<file path="src/rtl/rsa_pkg.sv">
// Shared types and constants for the rsa_modexp Montgomery exponentiation engine.
package rsa_pkg;

  localparam int unsigned RSA_WIDTH = 8;

  typedef enum logic [2:0] {
    IDLE,
    PRE_M,
    PRE_X,
    SQR,
    MUL,
    POST
  } rsa_state_e;

  // Edges per Montgomery product: launch, one per operand bit, final subtract/writeback.
  function automatic int unsigned monpro_cycles(input int unsigned width);
    return width + 2;
  endfunction

endpackage

</file>
<file path="src/rtl/mont_mult.sv">
// Bit-serial radix-2 Montgomery multiplier: result = a*b*2^-WIDTH mod p.
// done_o/result_o are valid in the final cycle so the caller writes back on that edge.
module mont_mult
  import rsa_pkg::*;
#(
  parameter int unsigned WIDTH = RSA_WIDTH
) (
  input  logic             clk,
  input  logic             rstb,
  input  logic             en_i,
  input  logic             start_i,
  input  logic [WIDTH-1:0] a_i,
  input  logic [WIDTH-1:0] b_i,
  input  logic [WIDTH-1:0] p_i,
  output logic             done_o,
  output logic [WIDTH-1:0] result_o
);

  localparam int unsigned CYC = monpro_cycles(WIDTH);
  localparam int unsigned CW  = $clog2(CYC);

  logic [CW-1:0]    cnt_q, cnt_d;
  logic [WIDTH-1:0] a_q, a_d;
  logic [WIDTH+1:0] s_q, s_d;
  logic [WIDTH+1:0] s_sum, s_odd;
  logic [WIDTH-1:0] s_sub;

  // cnt_q: 0 idle, 1..WIDTH iterating, WIDTH+1 final cycle.
  always_comb begin
    cnt_d = cnt_q;
    a_d   = a_q;
    s_d   = s_q;
    s_sum = s_q + (a_q[0] ? {2'b00, b_i} : '0);
    s_odd = s_sum[0] ? (s_sum + {2'b00, p_i}) : s_sum;
    s_sub = s_q[WIDTH-1:0] - p_i;
    if (start_i) begin
      cnt_d = CW'(1);
      a_d   = a_i;
      s_d   = '0;
    end else if (cnt_q == CW'(CYC - 1)) begin
      cnt_d = '0;
    end else if (cnt_q != '0) begin
      cnt_d = cnt_q + CW'(1);
      a_d   = a_q >> 1;
      s_d   = s_odd >> 1;
    end
  end

  assign done_o   = (cnt_q == CW'(CYC - 1));
  assign result_o = (s_q >= {2'b00, p_i}) ? s_sub : s_q[WIDTH-1:0];

  always_ff @(posedge clk or negedge rstb) begin
    if (!rstb) begin
      cnt_q <= '0;
      a_q   <= '0;
      s_q   <= '0;
    end else if (en_i) begin
      cnt_q <= cnt_d;
      a_q   <= a_d;
      s_q   <= s_d;
    end
  end

endmodule

</file>
<file path="src/rtl/rsa_modexp.sv">
// Left-to-right square-and-multiply modular exponentiation c = m^e mod p (Montgomery domain).
// Optional RSA_CONST_TIME_EN: MUL runs for every exponent bit, written back only when e[i]=1.
module rsa_modexp
  import rsa_pkg::*;
#(
  parameter int unsigned WIDTH = RSA_WIDTH
) (
  input  logic             clk,
  input  logic             rstb,
  input  logic             ena,
  input  logic             start_cmd,
  input  logic             stop_cmd,
  input  logic [WIDTH-1:0] rsa_p,
  input  logic [WIDTH-1:0] rsa_e,
  input  logic [WIDTH-1:0] rsa_m,
  input  logic [WIDTH-1:0] rsa_const,
  output logic [WIDTH-1:0] rsa_c,
  output logic             eoc,
  output logic             busy,
  output logic             err
);

  localparam int unsigned IW = (WIDTH > 1) ? $clog2(WIDTH) : 1;
`ifdef RSA_CONST_TIME_EN
  localparam bit CONST_TIME = 1'b1;
`else
  localparam bit CONST_TIME = 1'b0;
`endif

  rsa_state_e       state_q, state_d;
  logic [IW-1:0]    idx_q, idx_d;
  logic             launch_q, launch_d;
  logic [WIDTH-1:0] p_q, p_d, e_q, e_d, m_q, m_d, k_q, k_d;
  logic [WIDTH-1:0] mb_q, mb_d, xb_q, xb_d, c_q, c_d;
  logic             eoc_q, eoc_d, busy_q, busy_d, err_q, err_d;
  logic [WIDTH-1:0] mm_a, mm_b, mm_res;
  logic             mm_done, op_done;

  mont_mult #(.WIDTH(WIDTH)) u_mm (
    .clk      (clk),
    .rstb     (rstb),
    .en_i     (ena),
    .start_i  (launch_q),
    .a_i      (mm_a),
    .b_i      (mm_b),
    .p_i      (p_q),
    .done_o   (mm_done),
    .result_o (mm_res)
  );

  always_comb begin
    state_d  = state_q;
    idx_d    = idx_q;
    launch_d = 1'b0;
    p_d = p_q;  e_d = e_q;  m_d = m_q;  k_d = k_q;
    mb_d = mb_q;  xb_d = xb_q;  c_d = c_q;
    eoc_d = eoc_q;  err_d = err_q;
    mm_a = xb_q;
    mm_b = xb_q;
    case (state_q)
      PRE_M:   begin mm_a = m_q;          mm_b = k_q; end
      PRE_X:   begin mm_a = WIDTH'(1);    mm_b = k_q; end
      MUL:     mm_a = mb_q;
      POST:    mm_b = WIDTH'(1);
      default: ;
    endcase
    // Ignore a stale done left over from an aborted product during the launch cycle.
    op_done = mm_done && !launch_q;

    if (state_q == IDLE) begin
      if (stop_cmd) begin
        eoc_d = 1'b0;
        err_d = 1'b0;
      end else if (start_cmd) begin
        if (!rsa_p[0]) begin
          err_d = 1'b1;
          eoc_d = 1'b1;
          c_d   = '0;
        end else begin
          p_d = rsa_p;  e_d = rsa_e;  m_d = rsa_m;  k_d = rsa_const;
          err_d    = 1'b0;
          eoc_d    = 1'b0;
          state_d  = PRE_M;
          launch_d = 1'b1;
        end
      end
    end else if (stop_cmd) begin
      state_d = IDLE;
    end else if (op_done) begin
      launch_d = 1'b1;
      case (state_q)
        PRE_M: begin
          mb_d    = mm_res;
          state_d = PRE_X;
        end
        PRE_X: begin
          xb_d    = mm_res;
          idx_d   = IW'(WIDTH - 1);
          state_d = SQR;
        end
        SQR: begin
          xb_d = mm_res;
          if (CONST_TIME || e_q[idx_q]) state_d = MUL;
          else if (idx_q == '0)         state_d = POST;
          else                          idx_d = idx_q - IW'(1);
        end
        MUL: begin
          if (e_q[idx_q]) xb_d = mm_res;
          if (idx_q == '0) state_d = POST;
          else begin
            idx_d   = idx_q - IW'(1);
            state_d = SQR;
          end
        end
        POST: begin
          c_d      = mm_res;
          eoc_d    = 1'b1;
          state_d  = IDLE;
          launch_d = 1'b0;
        end
        default: ;
      endcase
    end
    busy_d = (state_q != IDLE) && (state_d != IDLE);
  end

  always_ff @(posedge clk or negedge rstb) begin
    if (!rstb) begin
      state_q  <= IDLE;
      idx_q    <= '0;
      launch_q <= 1'b0;
      p_q <= '0;  e_q <= '0;  m_q <= '0;  k_q <= '0;
      mb_q <= '0;  xb_q <= '0;  c_q <= '0;
      eoc_q <= 1'b0;  busy_q <= 1'b0;  err_q <= 1'b0;
    end else if (ena) begin
      state_q  <= state_d;
      idx_q    <= idx_d;
      launch_q <= launch_d;
      p_q <= p_d;  e_q <= e_d;  m_q <= m_d;  k_q <= k_d;
      mb_q <= mb_d;  xb_q <= xb_d;  c_q <= c_d;
      eoc_q <= eoc_d;  busy_q <= busy_d;  err_q <= err_d;
    end
  end

  assign rsa_c = c_q;
  assign eoc   = eoc_q;
  assign busy  = busy_q;
  assign err   = err_q;

endmodule

</file>
<file path="config.mk">
export PLATFORM = sky130hd
export DESIGN_NAME = rsa_modexp
export DESIGN_NICKNAME = d
export VERILOG_FILES = /design/src/rtl/rsa_pkg.sv /design/src/rtl/mont_mult.sv /design/src/rtl/rsa_modexp.sv
export SDC_FILE = /design/constraint.sdc
export NUM_CORES = 1
export LEC_CHECK = 0
export CAP_MARGIN = 20
export CORE_ASPECT_RATIO = 1.4
export CORE_MARGIN = 10
export CORE_UTILIZATION = 45
export DETAILED_ROUTE_END_ITERATION = 12
export PLACE_DENSITY_LB_ADDON = 0.15
export SYNTH_ARGS = -nofsm -noshare
export SYNTH_HDL_FRONTEND = slang
export SYNTH_SLANG_ARGS = --single-unit
</file>
<file path="constraint.sdc">
create_clock -name clk -period 3.9 [get_ports clk]
set_input_delay 1.17 -clock clk [delete_from_list [all_inputs] [get_ports clk]]
set_output_delay 1.17 -clock clk [all_outputs]
set_load 0.02 [all_outputs]
</file>
Yosys cells after proc, flatten, opt, wreduce, memory -nomap -nowiden
Cells that the tools add are included.

storage, ports and cells
  word-level logic and storage cells = 116
  register bits after elaboration = 88
  output and inout port bits = 11

operators by class
  $lt $le $gt $ge = 2
  reductions and logical operators = 26
  eq/ne operators = 13
  mux-type cells = 52
  bitwise gates (word level) = 2
  add/subtract/negate cells = 5

operator list
  cell                                                 number
  2-to-1 mux 8 bit                                     13
  2-to-1 mux 10 bit                                    4
  2-to-1 mux 3 bit                                     11
  case mux 8 bit (2 select lines)                      2
  case mux 8 bit (3 select lines)                      1
  AND reduction 6 bit                                  3
  2-to-1 mux 1 bit                                     15
  case mux 3 bit (5 select lines)                      1
  AND reduction 5 bit                                  3
  2-to-1 mux 4 bit                                     3
  nonzero test 3 bit                                   4
  adder 10 bit                                         1
  adder 10 x 8 -> 10 bit                               1
  >= comparator 10 x 8 -> 1 bit                        1
  inequality test 2 bit, second input constant         5
  nonzero test 2 bit                                   5
  case mux 3 bit (3 select lines)                      1
  subtractor 8 bit                                     1
  equality test 3 x 2 -> 1 bit, second input constant  2
  equality test 3 bit, second input constant           2
  logical NOT 3 bit                                    2
  AND reduction 3 bit                                  2
  adder 4 x 1 -> 4 bit, second input constant          1
  equality test 4 bit, second input constant           1
  12 further kinds                                     15

Logic depth before layout (Yosys ltp)
  depth in word-level cells = 10
  gate-level depth with buffers = 19

Modules after synthesis
A second synthesis with hierarchy kept.

unflattened totals
  cell total of the unflattened synthesis = 559
  area, all modules = 5610.4 um2

modules (own cells, without submodules)
  module      cells an instance  times used  area each (um2)
  rsa_modexp  296                1           3329.4
  mont_mult   263                1           2280.9

Least setup slack after synthesis
OpenSTA, ideal clock, no wires.

  path kind = flip-flop to flip-flop
  start point = register state_q[1]
  end point = register u_mm.s_q[8]
  cell stages (with the launch flop) = 20
  setup time = 126 ps
  data arrival time = 3888 ps
  path slack = -114 ps
  buffers on the path = 3
  path through = dfrtp_1 > buf_2 > inv_1 > clkbuf_1 > clkbuf_1 > o221ai_1 > a21boi_0 > ha_1 > inv_1 > fa_1 > nor2b_1 > o31a_1 > o21a_1 > nor2_1 > xnor2_1 > ha_1 > a21o_1 > a221o_1 > and4_1 > a221o_1

between the ends
  word-level cells in the longest chain between the ends = 10
  elaborated cells on any way between the ends = 12

RTL lines
  item                                                                          RTL line           RTL
  start: declaration                                                            rsa_modexp.sv:30   rsa_state_e state_q, state_d;
  start signal: assignment                                                      rsa_modexp.sv:136  state_q <= state_d;
  equality test 3 x 2 -> 1 bit or equality test 3 x 1 -> 1 bit (tied branches)  rsa_modexp.sv:60   case (state_q)
  OR reduction 2 bit (no source line)                                           --
  case mux 8 bit (2 select lines) (*)                                           rsa_modexp.sv:60
  2-to-1 mux 8 bit (*)                                                          mont_mult.sv:33    s_sum = s_q + (a_q[0] ? {2'b00, b_i} : '0);
  adder 10 bit (*)                                                              mont_mult.sv:33
  adder 10 x 8 -> 10 bit                                                        mont_mult.sv:34    s_odd = s_sum[0] ? (s_sum + {2'b00, p_i}) : s_sum;
  2-to-1 mux 10 bit (*)                                                         mont_mult.sv:34
  2-to-1 mux 10 bit (*)                                                         mont_mult.sv:42    end else if (cnt_q != '0) begin
  2-to-1 mux 10 bit (*)                                                         mont_mult.sv:40    end else if (cnt_q == CW'(CYC - 1)) begin
  2-to-1 mux 10 bit (*)                                                         mont_mult.sv:36    if (start_i) begin
  end signal: assignment                                                        mont_mult.sv:56    s_q <= '0;
  end signal: assignment                                                        mont_mult.sv:60    s_q <= s_d;
  end: declaration                                                              mont_mult.sv:24    logic [WIDTH+1:0] s_q, s_d;

Every way passes the cells marked *; elsewhere a longest branch is shown, timed or not. The select of a mux whose other input is x is not followed.
A chain may end at the register's enable or synchronous reset.

Worst setup path after layout
  start point = register state_q[2]
  end point = register u_mm.s_q[8]

The elaborated chain is that of the path after synthesis.

==> results.sh <==
export IMPL_maxCapViolations=0
export IMPL_grtUsageMet2_pct=31.5
export IMPL_area_growth_pct=19.8
export IMPL_synth_nets=634
export IMPL_synth_edf_count=0
export IMPL_vias=4587
export IMPL_chipHeight_um=151
export IMPL_vdd_drop_max_mv=0.271
export IMPL_nFillCells=1094
export IMPL_use_met1_pct=19.3
export IMPL_period_share_pct=97.5
export IMPL_nNetsFinal=692
export IMPL_worstPathArrival_ns=4.03
export IMPL_detail_route_antenna_nets=0
export IMPL_end_kind="flop"
export IMPL_cts_made_buffers=9
export IMPL_status="finished clean"
export IMPL_drt_iter0_drc=229
export IMPL_synth_cell_area_mm2=0.00549
export IMPL_place_congestion=0.927
export IMPL_max_slew_margin_pct=43.7
export IMPL_tns_ns=0
export IMPL_antenna_cells=0
export IMPL_die_area_mm2=0.0171
export IMPL_tightest_slew_ns=0.844
export IMPL_crit_type="reg2reg"
export IMPL_initial_utilization_pct=46.2
export IMPL_dr_pass1_iters=5
export IMPL_yosys_area_top_type="dfrtp_1"
export IMPL_syn_area_per_cell_um2=9.72
export IMPL_synthDistinctLibCells=61
export IMPL_clockBufferDepth=2
export IMPL_synth_seq_cells=87
export IMPL_top_usage_layer="met2"
export IMPL_cts_tree="yes"
export IMPL_layout_drive_gt1_share_pct=17.0
export IMPL_finalWirelength_mm=15.0
export IMPL_power_density_mw_per_mm2=592
export IMPL_hold_viol_final=0
export IMPL_hold_path_class="reg2reg"
export IMPL_routedWlPerCell_um=19.3
export IMPL_rsz0062_at_grt="yes"
export IMPL_cts_root_buffer="clkbuf_16"
export IMPL_async_reset_ff_share_pct=100
export IMPL_grt_ovfl_total=0
export IMPL_cts_sinks=87
export IMPL_path_max_fanout=6
export IMPL_grt_pass1_vias=4655
export IMPL_cp_data_required_time_ns=4.13
export IMPL_ios=48
export IMPL_yosys_top_cells_area="dfrtp_1 (40%), mux2_2 (7.6%), ha_1 (6.6%)"
export IMPL_portBuffers=47
export IMPL_syn_instance_count=565
export IMPL_startpoint_type="flop"
export IMPL_post_dp_hpwl_mm=11.4
export IMPL_grtUsageTotal_pct=17.5
export IMPL_period_minus_slack_ns=3.80
export IMPL_insertion_delay_ns=0.34
export IMPL_fin_worst_skew_ns=0.00677
export IMPL_synth_ff_type="dfrtp_1"
export IMPL_route_detailed_drc=0
export IMPL_use_met3_pct=3.19
export IMPL_htree_levels=3
export IMPL_fmax_ghz=0.263
export IMPL_p_leak_nw=2.95
export IMPL_ys_warn_count=0
export IMPL_grt_antenna_before_repair=0
export IMPL_synth_top_area_share_pct=39.7
export IMPL_design_area_mm2=0.00658
export IMPL_drv_slew=0
export IMPL_die_width_um=113
export IMPL_grt_pass1_wl_mm=23.9
export IMPL_placed_area_mm2=0.00620
export IMPL_clk_pin_slew_ns=0.07
export IMPL_ys_seq_area_share_pct=39.7
export IMPL_core_area_mm2=0.0119
export IMPL_via_per_inst=5.92
export IMPL_row_count=47
export IMPL_grt_start_max_net_pins=47
export IMPL_setup_violations=0
-- stage by stage --
step	power, mW	worst slack (ns)	hold WS [ns]	std cells	util [%]
after floorplan	2.48	0.0237	0.442	565	-
after global placement	2.95	0.146	0.460	755	52.2
after detailed placement	3.01	0.0393	0.463	755	52.2
after CTS	3.86	0.0222	0.477	771	54.7
after global routing	4.15	-0.105	0.509	775	55.4
final	3.89	0.0956	0.472	775	55.4
-- final timing paths --
kind                                    startpoint                       to  slack, ns  cells after the start
hold / removal             u_mm.a_q[7]$_DFFE_PN0P_  u_mm.a_q[7]$_DFFE_PN0P_       0.47                      2
hold reg to reg            u_mm.a_q[7]$_DFFE_PN0P_  u_mm.a_q[7]$_DFFE_PN0P_       0.47                      2
min in group asynchronous                     rstb       p_q[6]$_DFFE_PN0P_       0.82                      1
setup reg to reg            state_q[2]$_DFFE_PN0P_  u_mm.s_q[8]$_DFFE_PN0P_        0.1                     17
max in group asynchronous                     rstb     launch_q$_DFFE_PN0P_       2.33                      2
setup / recovery            state_q[2]$_DFFE_PN0P_  u_mm.s_q[8]$_DFFE_PN0P_        0.1                     17
-- power breakdown --
group / total (mW) / internal [mW] / switching [mW]
logic: 1.75 / 0.807 / 0.943
clock network: 0.840 / 0.459 / 0.381
registers: 1.30 / 1.11 / 0.192
total: 3.89 / 2.38 / 1.52
-- routing by layer --
metal | routed length (um) | up-vias
li1 | - | 2193
met1 | 5800 | 2225
met2 | 7960 | 132
met3 | 621 | 37
met4 | 571 | 0
met5 | 0 | -
-- registers in the layout, summed over array words and instances, names as in the netlist, 3 cells and up --
| name | cells |
|---|---|
| u_mm.cnt_q | 4 |
| e_q | 8 |
| u_mm.s_q | 9 |
| mb_q | 8 |
| m_q | 8 |
| k_q | 8 |
| rsa_c | 8 |
| idx_q | 3 |
| xb_q | 8 |
| p_q | 8 |
| u_mm.a_q | 8 |
| state_q | 3 |
-- cell type report --
type | instances | area [um2] | share of cell area, %
clock buffers | 10 | 239 | 3.63
clock inverters | 6 | 51.3 | 0.780
inverters | 28 | 105 | 1.60
multi-input cells | 424 | 3140 | 47.8
flip-flops and latches | 87 | 2180 | 33.1
well taps | 147 | 184 | 2.80
repair buffers | 73 | 674 | 10.3
-- what timing repair did --
item	CTS	global route
hold endpoints to repair	0	0
gates resized for setup	0	16
buffers inserted	0	4
hold buffers	0	0
endpoints found under the setup margin	0	4
-- worst max-delay path, stage by stage (launching register included) --
cell	delay [ns]
dfrtp_1	0.39
or2_4	0.26
buf_8	0.13
o211ai_1	0.18
a21boi_1	0.10
ha_2	0.20
inv_2	0.06
fa_2	0.22
nor2b_2	0.06
o31a_1	0.33
o21a_1	0.20
nor2_2	0.15
xnor2_2	0.10
ha_1	0.34
a21o_1	0.19
a221o_1	0.34
and4_1	0.18
a221o_1	0.26
-- cell families (layout without fill, tap and decap cells) --
group / count (synthesis) / in the layout / share of synthesized area (%)
AOI/OAI and AO/OA: 161 / 161 / 19.8
xor gates and xnor gates: 14 / 14 / 2.23
adders and majority gates: 32 / 32 / 7.70
buffers and inverters: 54 / 117 / 3.97
DFF: 87 / 87 / 39.7
muxes: 57 / 57 / 12.4
and+or+nand+nor: 160 / 160 / 14.2
-- cells in the final DEF, fill, tap and decap left out, types with 9 or more instances in the layout --
| master | instances |
|---|---|
| ha_1 | 27 |
| mux2i_1 | 10 |
| nor2b_1 | 10 |
| a31oi_1 | 13 |
| xnor2_1 | 12 |
| dfrtp_1 | 87 |
| nand2_1 | 61 |
| a221o_1 | 13 |
| inv_1 | 27 |
| nor3_1 | 12 |
| mux2_2 | 37 |
| nand3_1 | 14 |
| clkbuf_16 | 9 |
| clkdlybuf4s50_1 | 46 |
| nor2_1 | 26 |
| buf_4 | 25 |
| o21ai_0 | 52 |
| a21oi_1 | 17 |
-- cell usage after synthesis (3+ instances only) --
cell type / number
dfrtp_1: 87
nand2_1: 61
o21ai_0: 54
mux2_2: 37
ha_1: 29
inv_1: 28
nor2_1: 27
a21oi_1: 18
clkbuf_1: 18
nand3_1: 14
a221o_1: 13
a31oi_1: 13
xnor2_1: 13
nor3_1: 12
nor2b_1: 11
mux2i_1: 10
a21o_1: 8
a22o_1: 8
o221ai_1: 8
or3_1: 8
and3_1: 7
mux2_4: 7
o21a_1: 7
buf_2: 6
o211ai_1: 6
nand2b_1: 5
o31ai_1: 4
fa_1: 3
o31a_1: 3
(Power assumes the default switching activity.)
